===== config.mk =====
export PLATFORM = sky130hd
export DESIGN_NAME = trig_hit_decoder
export DESIGN_NICKNAME = d
export VERILOG_FILES = /design/src/rtl/trig_hit_decoder.sv
export SDC_FILE = /design/constraint.sdc
export NUM_CORES = 1
export LEC_CHECK = 0
export CAP_MARGIN = 0
export CORE_UTILIZATION = 50
export CTS_BUF_LIST = sky130_fd_sc_hd__clkbuf_4
export DETAILED_ROUTE_END_ITERATION = 6
export GPL_TIMING_DRIVEN = 0
export PLACE_DENSITY_LB_ADDON = 0.1
export SLEW_MARGIN = 30
export SYNTH_ARGS = -nofsm -noshare
export SYNTH_HDL_FRONTEND = slang
export SYNTH_SLANG_ARGS = --single-unit

===== constraint.sdc =====
create_clock -name clk -period 5.9 [get_ports clk]
set_clock_uncertainty 0.15 [all_clocks]
set_input_delay 0.59 -clock clk [delete_from_list [all_inputs] [get_ports clk]]
set_output_delay 0.59 -clock clk [all_outputs]
set_load 0.005 [all_outputs]

===== src/rtl/trig_hit_decoder.sv =====
// Trigger-word decoder: locks a flywheel BCID phase to the alternating 0xFFFF/0x0000 orbit marker.
// One register stage from encTrigHits to all outputs; free-running stream, no backpressure.
module trig_hit_decoder #(
   parameter int ORBIT_LEN     = 3564,
   parameter int LOCK_THRESH   = 4,
   parameter int UNLOCK_THRESH = 3,
   parameter int ERR_W         = 8
) (
   input  logic             clk,
   input  logic             reset,
   input  logic [15:0]      encTrigHits,
   input  logic [11:0]      emptySlotBCID,
   input  logic             clrErr,
   output logic [15:0]      trigHits,
   output logic [11:0]      bcid,
   output logic             hitsValid,
   output logic             markerSeen,
   output logic             locked,
   output logic [ERR_W-1:0] errCnt
);

   localparam int CW = $clog2(LOCK_THRESH + 1);
   localparam int MW = $clog2(UNLOCK_THRESH + 1);
   localparam logic [11:0]      PH_LAST  = 12'(ORBIT_LEN - 1);
   localparam logic [12:0]      ORBIT_N  = 13'(ORBIT_LEN);
   localparam logic [CW-1:0]    LOCK_N   = CW'(LOCK_THRESH);
   localparam logic [CW-1:0]    C_ONE    = CW'(1);
   localparam logic [MW-1:0]    UNLOCK_N = MW'(UNLOCK_THRESH);
   localparam logic [MW-1:0]    M_ONE    = MW'(1);
   localparam logic [ERR_W-1:0] E_ONE    = ERR_W'(1);

   typedef enum logic [1:0] {SEARCH, CONFIRM, LOCKED} state_t;

   state_t           state_q, state_d;
   logic [11:0]      phase_q, phase_d;
   logic [CW-1:0]    confirm_cnt_q, confirm_cnt_d;
   logic [MW-1:0]    miss_cnt_q, miss_cnt_d;
   logic             exp_pol_q, exp_pol_d;
   logic [ERR_W-1:0] err_cnt_q, err_cnt_d;
   logic [15:0]      trig_hits_q, trig_hits_d;
   logic [11:0]      bcid_q, bcid_d;
   logic             hits_valid_q, hits_valid_d;
   logic             marker_seen_q, marker_seen_d;
   logic             locked_q, locked_d;

   logic             marker_slot;
   logic             pol_match;
   logic             arm;
   logic             err_inc;
   logic [CW-1:0]    confirm_inc;
   logic [MW-1:0]    miss_inc;
   logic [12:0]      bcid_sum;

   assign marker_slot = (phase_q == 12'd0);
   assign pol_match   = (encTrigHits == {16{exp_pol_q}});
   assign arm         = (encTrigHits == 16'hFFFF);
   assign confirm_inc = confirm_cnt_q + C_ONE;
   assign miss_inc    = miss_cnt_q + M_ONE;

   always_ff @(posedge clk or negedge reset) begin
      if (!reset) begin
         state_q       <= SEARCH;
         phase_q       <= 12'd0;
         confirm_cnt_q <= '0;
         miss_cnt_q    <= '0;
         exp_pol_q     <= 1'b0;
         err_cnt_q     <= '0;
         trig_hits_q   <= 16'd0;
         bcid_q        <= 12'd0;
         hits_valid_q  <= 1'b0;
         marker_seen_q <= 1'b0;
         locked_q      <= 1'b0;
      end else begin
         state_q       <= state_d;
         phase_q       <= phase_d;
         confirm_cnt_q <= confirm_cnt_d;
         miss_cnt_q    <= miss_cnt_d;
         exp_pol_q     <= exp_pol_d;
         err_cnt_q     <= err_cnt_d;
         trig_hits_q   <= trig_hits_d;
         bcid_q        <= bcid_d;
         hits_valid_q  <= hits_valid_d;
         marker_seen_q <= marker_seen_d;
         locked_q      <= locked_d;
      end
   end

   always_comb begin
      state_d       = state_q;
      phase_d       = (phase_q == PH_LAST) ? 12'd0 : phase_q + 12'd1;
      confirm_cnt_d = confirm_cnt_q;
      miss_cnt_d    = miss_cnt_q;
      exp_pol_d     = exp_pol_q;
      err_inc       = 1'b0;
      case (state_q)
         SEARCH: begin
            // The arming word itself is the phase-0 slot of the candidate orbit.
            if (arm) begin
               phase_d       = 12'd1;
               exp_pol_d     = 1'b0;
               confirm_cnt_d = C_ONE;
               state_d       = CONFIRM;
            end
         end
         CONFIRM: begin
            if (marker_slot) begin
               if (pol_match) begin
                  confirm_cnt_d = confirm_inc;
                  exp_pol_d     = ~exp_pol_q;
                  if (confirm_inc == LOCK_N) begin
                     state_d    = LOCKED;
                     miss_cnt_d = '0;
                  end
               end else begin
                  state_d       = SEARCH;
                  confirm_cnt_d = '0;
                  miss_cnt_d    = '0;
               end
            end
         end
         LOCKED: begin
            if (marker_slot) begin
               exp_pol_d = ~exp_pol_q;
               if (pol_match) begin
                  miss_cnt_d = '0;
               end else begin
                  miss_cnt_d = miss_inc;
                  err_inc    = 1'b1;
                  if (miss_inc == UNLOCK_N) begin
                     state_d       = SEARCH;
                     confirm_cnt_d = '0;
                     miss_cnt_d    = '0;
                  end
               end
            end
         end
         default: state_d = SEARCH;
      endcase

      err_cnt_d = err_cnt_q;
      if (clrErr)
         err_cnt_d = '0;
      else if (err_inc && (err_cnt_q != '1))
         err_cnt_d = err_cnt_q + E_ONE;
   end

   always_comb begin
      trig_hits_d   = encTrigHits;
      bcid_d        = 12'd0;
      hits_valid_d  = 1'b0;
      marker_seen_d = 1'b0;
      locked_d      = (state_d == LOCKED);
      bcid_sum      = {1'b0, emptySlotBCID} + {1'b0, phase_q};
      if (state_q == LOCKED) begin
         bcid_d = (bcid_sum >= ORBIT_N) ? 12'(bcid_sum - ORBIT_N) : bcid_sum[11:0];
         if (marker_slot) begin
            trig_hits_d   = 16'd0;
            marker_seen_d = 1'b1;
         end else begin
            hits_valid_d  = 1'b1;
         end
      end
   end

   assign trigHits   = trig_hits_q;
   assign bcid       = bcid_q;
   assign hitsValid  = hits_valid_q;
   assign markerSeen = marker_seen_q;
   assign locked     = locked_q;
   assign errCnt     = err_cnt_q;

endmodule


Word-level counts from Yosys, hierarchy flattened
Cells that the tools add are included.
- register bits after elaboration: 59
- input port bits: 31
- output and inout bits: 39
- word-level logic and storage cells: 87
- add/sub/neg operators: 6
- magnitude comparators: 1
- equality and inequality tests: 16
- multiplexer cells: 43
- bitwise gates (word level): 1
- reduce and logical (&&, ||, !) cells: 9
- operator list (cell ; number):
    $mux W12 ; 5
    $mux W16 ; 2
    $mux W2 ; 13
    $mux W3 ; 6
    $eq A16 B16 Y1 ; 1
    $eq A16 B16 Y1 const B ; 1
    $mux W8 ; 2
    $add A12 B12 Y13 ; 1
    $ge A13 B12 Y1 const B ; 1
    $add A12 B1 Y12 const B ; 1
    $eq A12 B12 Y1 const B ; 1
    $logic_not A12 Y1 ; 1
    $ne A2 B2 Y1 const B ; 6
    $sub A12 B12 Y12 const B ; 1
    $mux W1 ; 11
    $pmux W3 S3 ; 1
    $add A8 B1 Y8 const B ; 1
    $ne A8 B8 Y1 const B ; 1
    $eq A2 B2 Y1 const B ; 3
    $pmux W2 S3 ; 1
    $reduce_and A6 Y1 ; 1
    $reduce_and A5 Y1 ; 1
    $pmux W2 S2 ; 1
    $reduce_and A4 Y1 ; 1
    other kinds (11) ; 12

Logic depth before layout (Yosys ltp)
- depth after elaboration: 7
- gate-level depth with buffers: 11

Least setup slack after synthesis
No wires, ideal clock.
- kind: input -> register
- start: input emptySlotBCID[0]
- end: register bcid_q[6] (netlist: bcid[6])
- library setup time: 0.078 ns
- arrival: 3.316 ns
- required time: 5.672 ns
- setup slack: 2.356 ns
- stages: 11
- cell sequence: ha_1 fa_1 a21o_1 a41oi_1 o21ai_0 o31ai_1 xnor2_1 a311oi_2 a211o_1 or3_1 a21oi_1
- cells in the longest elaborated chain, start to end: 4
- RTL lines (item ; RTL line ; text):
    start: declaration ; 12 ; input logic [11:0] emptySlotBCID,
    $add A12 B12 Y13 * ; 153 ; bcid_sum = {1'b0, emptySlotBCID} + {1'b0, phase_q};
    $sub A12 B12 Y12 or $ge A13 B12 Y1 (tied branches) ; 155 ; bcid_d = (bcid_sum >= ORBIT_N) ? 12'(bcid_sum - ORBIT_N) : bcid_sum[11:0];
    $mux W12 * ; 155 ;
    $mux W12 * ; 154 ; if (state_q == LOCKED) begin
    named net bcid_d[6] ; 41 ; logic [11:0] bcid_q, bcid_d;
    end signal: assignment ; 81 ; bcid_q <= bcid_d;
    end: declaration ; 41 ;
The timed path passes the listed nets; every way through them passes the cells marked *.
A chain may end at the register's enable or synchronous reset.

Final worst setup path
Ends and elaborated chain as after synthesis.

==> results_tabular.tex <==
\begin{tabular}{lr}
\hline
Metric & Value \\
\hline
\multicolumn{2}{l}{\textbf{Logic synthesis}} \\
\quad Area leader, netlist & dfrtp\_1 \\
\quad Instance count of the mapped netlist & approximately 340 \\
\quad Total nets after synthesis & 397 \\
\quad Post-synth EDFFs & 0 \\
\quad Number of warnings issued by yosys & 0 \\
\quad Syn\_area\_per\_cell & slightly below 10 sq um \\
\quad Share of synthesized area occupied by flip-flops and latches & a little over two fifths \\
\quad Syn Std Cell Area & approximately 0.0034 sq mm \\
\quad Most frequent cell after synthesis & dfrtp\_1 \\
\quad Area contributors post-synth & dfrtp\_1 (44\%), ha\_1 (8.2\%), xor2\_1 (4.7\%) \\
\quad Unique masters post-synth & 50 \\
\quad Number of register bits inferred by synthesis & between 50 and 60 \\
\quad Most frequently used flop master after synthesis & dfrtp\_1 \\
\quad Top cell type's share of synthesized area & between 40\% and 50\% \\
\quad Fraction of synthesis flops using an asynchronous set or reset pin & 100\% \\
\quad Most numerous cell types in the synthesized netlist & dfrtp\_1 (59), nor2\_1 (38), ha\_1 (22) \\
\multicolumn{2}{l}{\textbf{Floorplan}} \\
\quad Core ar. & roughly 0.0064 sq mm \\
\quad Initial Utilization & 52.4\% \\
\quad Die outline width & 84.0 microns \\
\quad Floorplan die area & $\sim$0.0071 sq mm \\
\quad I/O pin count & 70 \\
\quad Core Rows & 29 \\
\quad Y dimension of the die & between 80 and 90 microns \\
\multicolumn{2}{l}{\textbf{Flow run}} \\
\quad Max-cap violations & 0 \\
\multicolumn{2}{l}{\textbf{Status}} \\
\quad Status & complete, but fails checks \\
\quad Violated checks & design-rule violations \\
\multicolumn{2}{l}{\textbf{STA}} \\
\quad Hold violation count in the final report & 0 \\
\quad Total count of max-transition violations in the final report & 0 \\
\quad Maximum clock frequency & between 200 and 250 MHz \\
\quad Transition time at the pin with the least slew margin & 0.624 ns \\
\quad Number of setup violations in the final report & 0 \\
\quad Worst slew slack as a fraction of its limit & around three fifths \\
\quad Final clock period utilization by the worst path & between 60\% and 70\% \\
\quad Post-layout min period & around 4.0 ns \\
\quad Unrepaired setup endpoints after global routing & false \\
\quad Final TNS setup & 0 ns \\
\multicolumn{2}{l}{\textbf{Critical path}} \\
\quad CP endpoint kind & flop \\
\quad R2R Path Start & phase\_q[0] \\
\quad Kind of start point of the critical path & input port \\
\quad Worst Setup EP & bcid[6] \\
\quad Critical path's slowest cell & fa\_1 \\
\quad Reg2reg end & bcid[6] \\
\quad Launching instance or port of the critical path & emptySlotBCID[0] \\
\quad Worst Reg-to-Reg Cells & 11 \\
\quad Cells traversed along the worst timing path & clkdlybuf4s50\_1 > ha\_1 > fa\_1 > a21o\_1 > a41oi\_1 > o21ai\_0 > o31ai\_1 > xnor2\_1 > a311oi\_2 > a211o\_1 > or3\_1 > a21oi\_1 \\
\quad Worst reg2reg setup slack & approximately 2.1 ns \\
\quad Arr. time, crit path & $\sim$4.2 ns \\
\quad Required time at the worst-slack endpoint & between 6 and 7 ns \\
\quad Largest fanout on the critical path & 5 \\
\quad Setup Crit Path Kind & input port to flop \\
\quad Maximum cell stage delay along the critical path & around 0.47 ns \\
\multicolumn{2}{l}{\textbf{Power and ir drop}} \\
\quad Worst ir drop on vdd & approximately 160 uV \\
\quad Static Leak & between 0.0015 and 0.002 uW \\
\quad Power density normalized to cell area & around 250 mW/mm\^{}2 \\
\multicolumn{2}{l}{\textbf{CTS}} \\
\quad Cts repair resizes & 0 \\
\quad Total setup buffers inserted after CTS & 0 \\
\quad TritonCTS clock tree & yes \\
\quad Hold buffer count at cts & 1 \\
\quad Clock slew seen by the registers of the worst setup and hold paths & 0.10 ns \\
\quad Clock root cell & clkbuf\_4 \\
\quad Deepest level of the CTS H-tree & 3 \\
\quad Number of buffers created by CTS & 9 \\
\quad Max Root-Sink Buffers & 2 \\
\quad Number of clock sinks seen by CTS & 59 \\
\quad Clock latency on the worst-skew pair & between 0.3 and 0.4 ns \\
\multicolumn{2}{l}{\textbf{Global route}} \\
\quad Combined global-route utilization of all metal layers & a little under a quarter \\
\quad Antenna violations before repair & 0 \\
\quad Maximum number of pins on one net before global-route repair & 46 \\
\quad GRT Residual Overflow & 0 \\
\quad Number of global-route vias before repair & around 2700 \\
\quad Wire length of the first global-routing pass & 12500 microns \\
\multicolumn{2}{l}{\textbf{Finish}} \\
\quad Final Cell Area & approximately 0.0043 sq mm \\
\quad Number of antenna cells inserted & 0 \\
\quad Number of fill cells & 498 \\
\quad Net count of the finished layout & between 400 and 500 \\
\quad Layout overhead on the synthesized area & 28.0\% \\
\quad Share of post-route cells with drive strength above 1 & 6.76\% \\
\quad Non-filler cells in the finished layout & just over 500 \\
\multicolumn{2}{l}{\textbf{Detailed routing}} \\
\quad Wirelength, routed & approximately 7300 microns \\
\quad Average vias per placed instance & between 5 and 6 \\
\quad Total number of vias & $\sim$2800 \\
\quad Detailed-router iteration count before antenna repair & 6 \\
\quad Initial DRC Count & about 170 \\
\quad Post-route DRC violation count & 12 \\
\quad Antenna-violating nets left & 0 \\
\quad Routed wire per std cell & 14.4 microns \\
\multicolumn{2}{l}{\textbf{Placed design}} \\
\quad Placed cell area & approximately 0.0042 sq mm \\
\quad Final Wtd Congestion & roughly 0.93 \\
\quad Detailed Place HPWL & about 5500 microns \\
\quad Port Buf Inserts & about 70 \\
\quad Count of placed standard cells including taps & 489 \\
\multicolumn{2}{l}{\textbf{Hold path}} \\
\quad HP Class & flop to flop \\
\hline
\end{tabular}
flip-flops by register name, indices dropped and copies added (netlist names):
| signal | count |
|---|---|
| locked | 1 |
| confirm_cnt_q | 3 |
| markerSeen | 1 |
| errCnt | 8 |
| state_q | 2 |
| exp_pol_q | 1 |
| hitsValid | 1 |
| bcid | 12 |
| phase_q | 12 |
| trigHits | 16 |
| miss_cnt_q | 2 |
cells by family after synthesis:
group	share of synthesized area (%)
adder cells (fa/ha/maj)	8.77
multiplexers	1.19
buffers and inverters	2.68
AND/OR/NAND/NOR	22.7
flip-flops	43.9
XOR/XNOR	7.81
AO/OA/AOI/OAI	13.0
where the power goes:
part | internal, uW | total (uW) | leakage [uW] | switching (uW)
clock | 137 | 285 | 0.0000705 | 148
combinational | 161 | 359 | 0.00108 | 198
sequential | 421 | 446 | 0.000769 | 24.9
total | 719 | 1090 | 0.00191 | 371
layer usage:
metal  wire length (microns)  global-route usage, %
met5                       0                      0
met4                      77                   10.0
met3                     354                   3.86
met2                    3430                   33.8
met1                    3430                   31.9
cells in the final DEF, fill, tap and decap left out, types with 7 or more instances in the layout:
cell / synthesis / layout
clkdlybuf4s50_1: 0 / 67
dfrtp_1: 59 / 59
nor2_1: 38 / 38
ha_1: 22 / 22
and2_1: 21 / 21
xor2_1: 18 / 18
o21ai_0: 18 / 18
inv_1: 16 / 16
nand2_1: 15 / 15
nand4_1: 12 / 12
xnor2_1: 12 / 12
a21oi_1: 12 / 12
nand3_1: 11 / 11
clkbuf_4: 0 / 11
nor3_1: 7 / 7
area by class of cell:
cell class              instances  area (sq um)  area share, %
clock buffers                  11          82.6           1.92
well taps                      77          96.3           2.24
plain buffers                   6          30.0          0.697
flip-flops and latches         59          1480           34.3
repair buffers                 70           708           16.4
inverters                      16          60.1           1.39
multi-input cells             262          1800           41.8
clock inverters                 5          53.8           1.25
metrics by stage:
| stage | utilization (%) | power [uW] | setup slack [ns] | hold WS [ns] |
|---|---|---|---|---|
| CTS | 67.1 | 1100 | 1.93 | 0.346 |
| detailed placement | 64.8 | 808 | 1.51 | 0.315 |
| finish | 67.1 | 1090 | 1.87 | 0.347 |
| global route | 67.1 | 1170 | 1.68 | 0.361 |
| global placement | 64.5 | 796 | 1.57 | 0.317 |
| floorplan | - | 707 | 2.36 | 0.144 |
worst max-delay path: cells and delay by family:
kind	cells	cell delay, ns
XOR/XNOR	1	0.29
buffers and inverters	1	0.44
AND/OR/NAND/NOR	1	0.38
adder cells (fa/ha/maj)	2	0.71
AO/OA/AOI/OAI	7	1.75
worst min-delay path by stage:
stage	start	endpoint	slack, ns	cells past startpoint
5_1_grt	miss_cnt_q[0]	miss_cnt_q[0]	0.36	1
4_1_cts	miss_cnt_q[0]	miss_cnt_q[0]	0.35	1
3_5_place_dp	reset	bcid[8]	0.32	1
6_report	miss_cnt_q[0]	miss_cnt_q[0]	0.35	1
3_3_place_gp	miss_cnt_q[0]	miss_cnt_q[0]	0.32	1
2_1_floorplan	reset	bcid[0]	0.14	0
No activity file was read; power rests on OpenSTA's default activity.
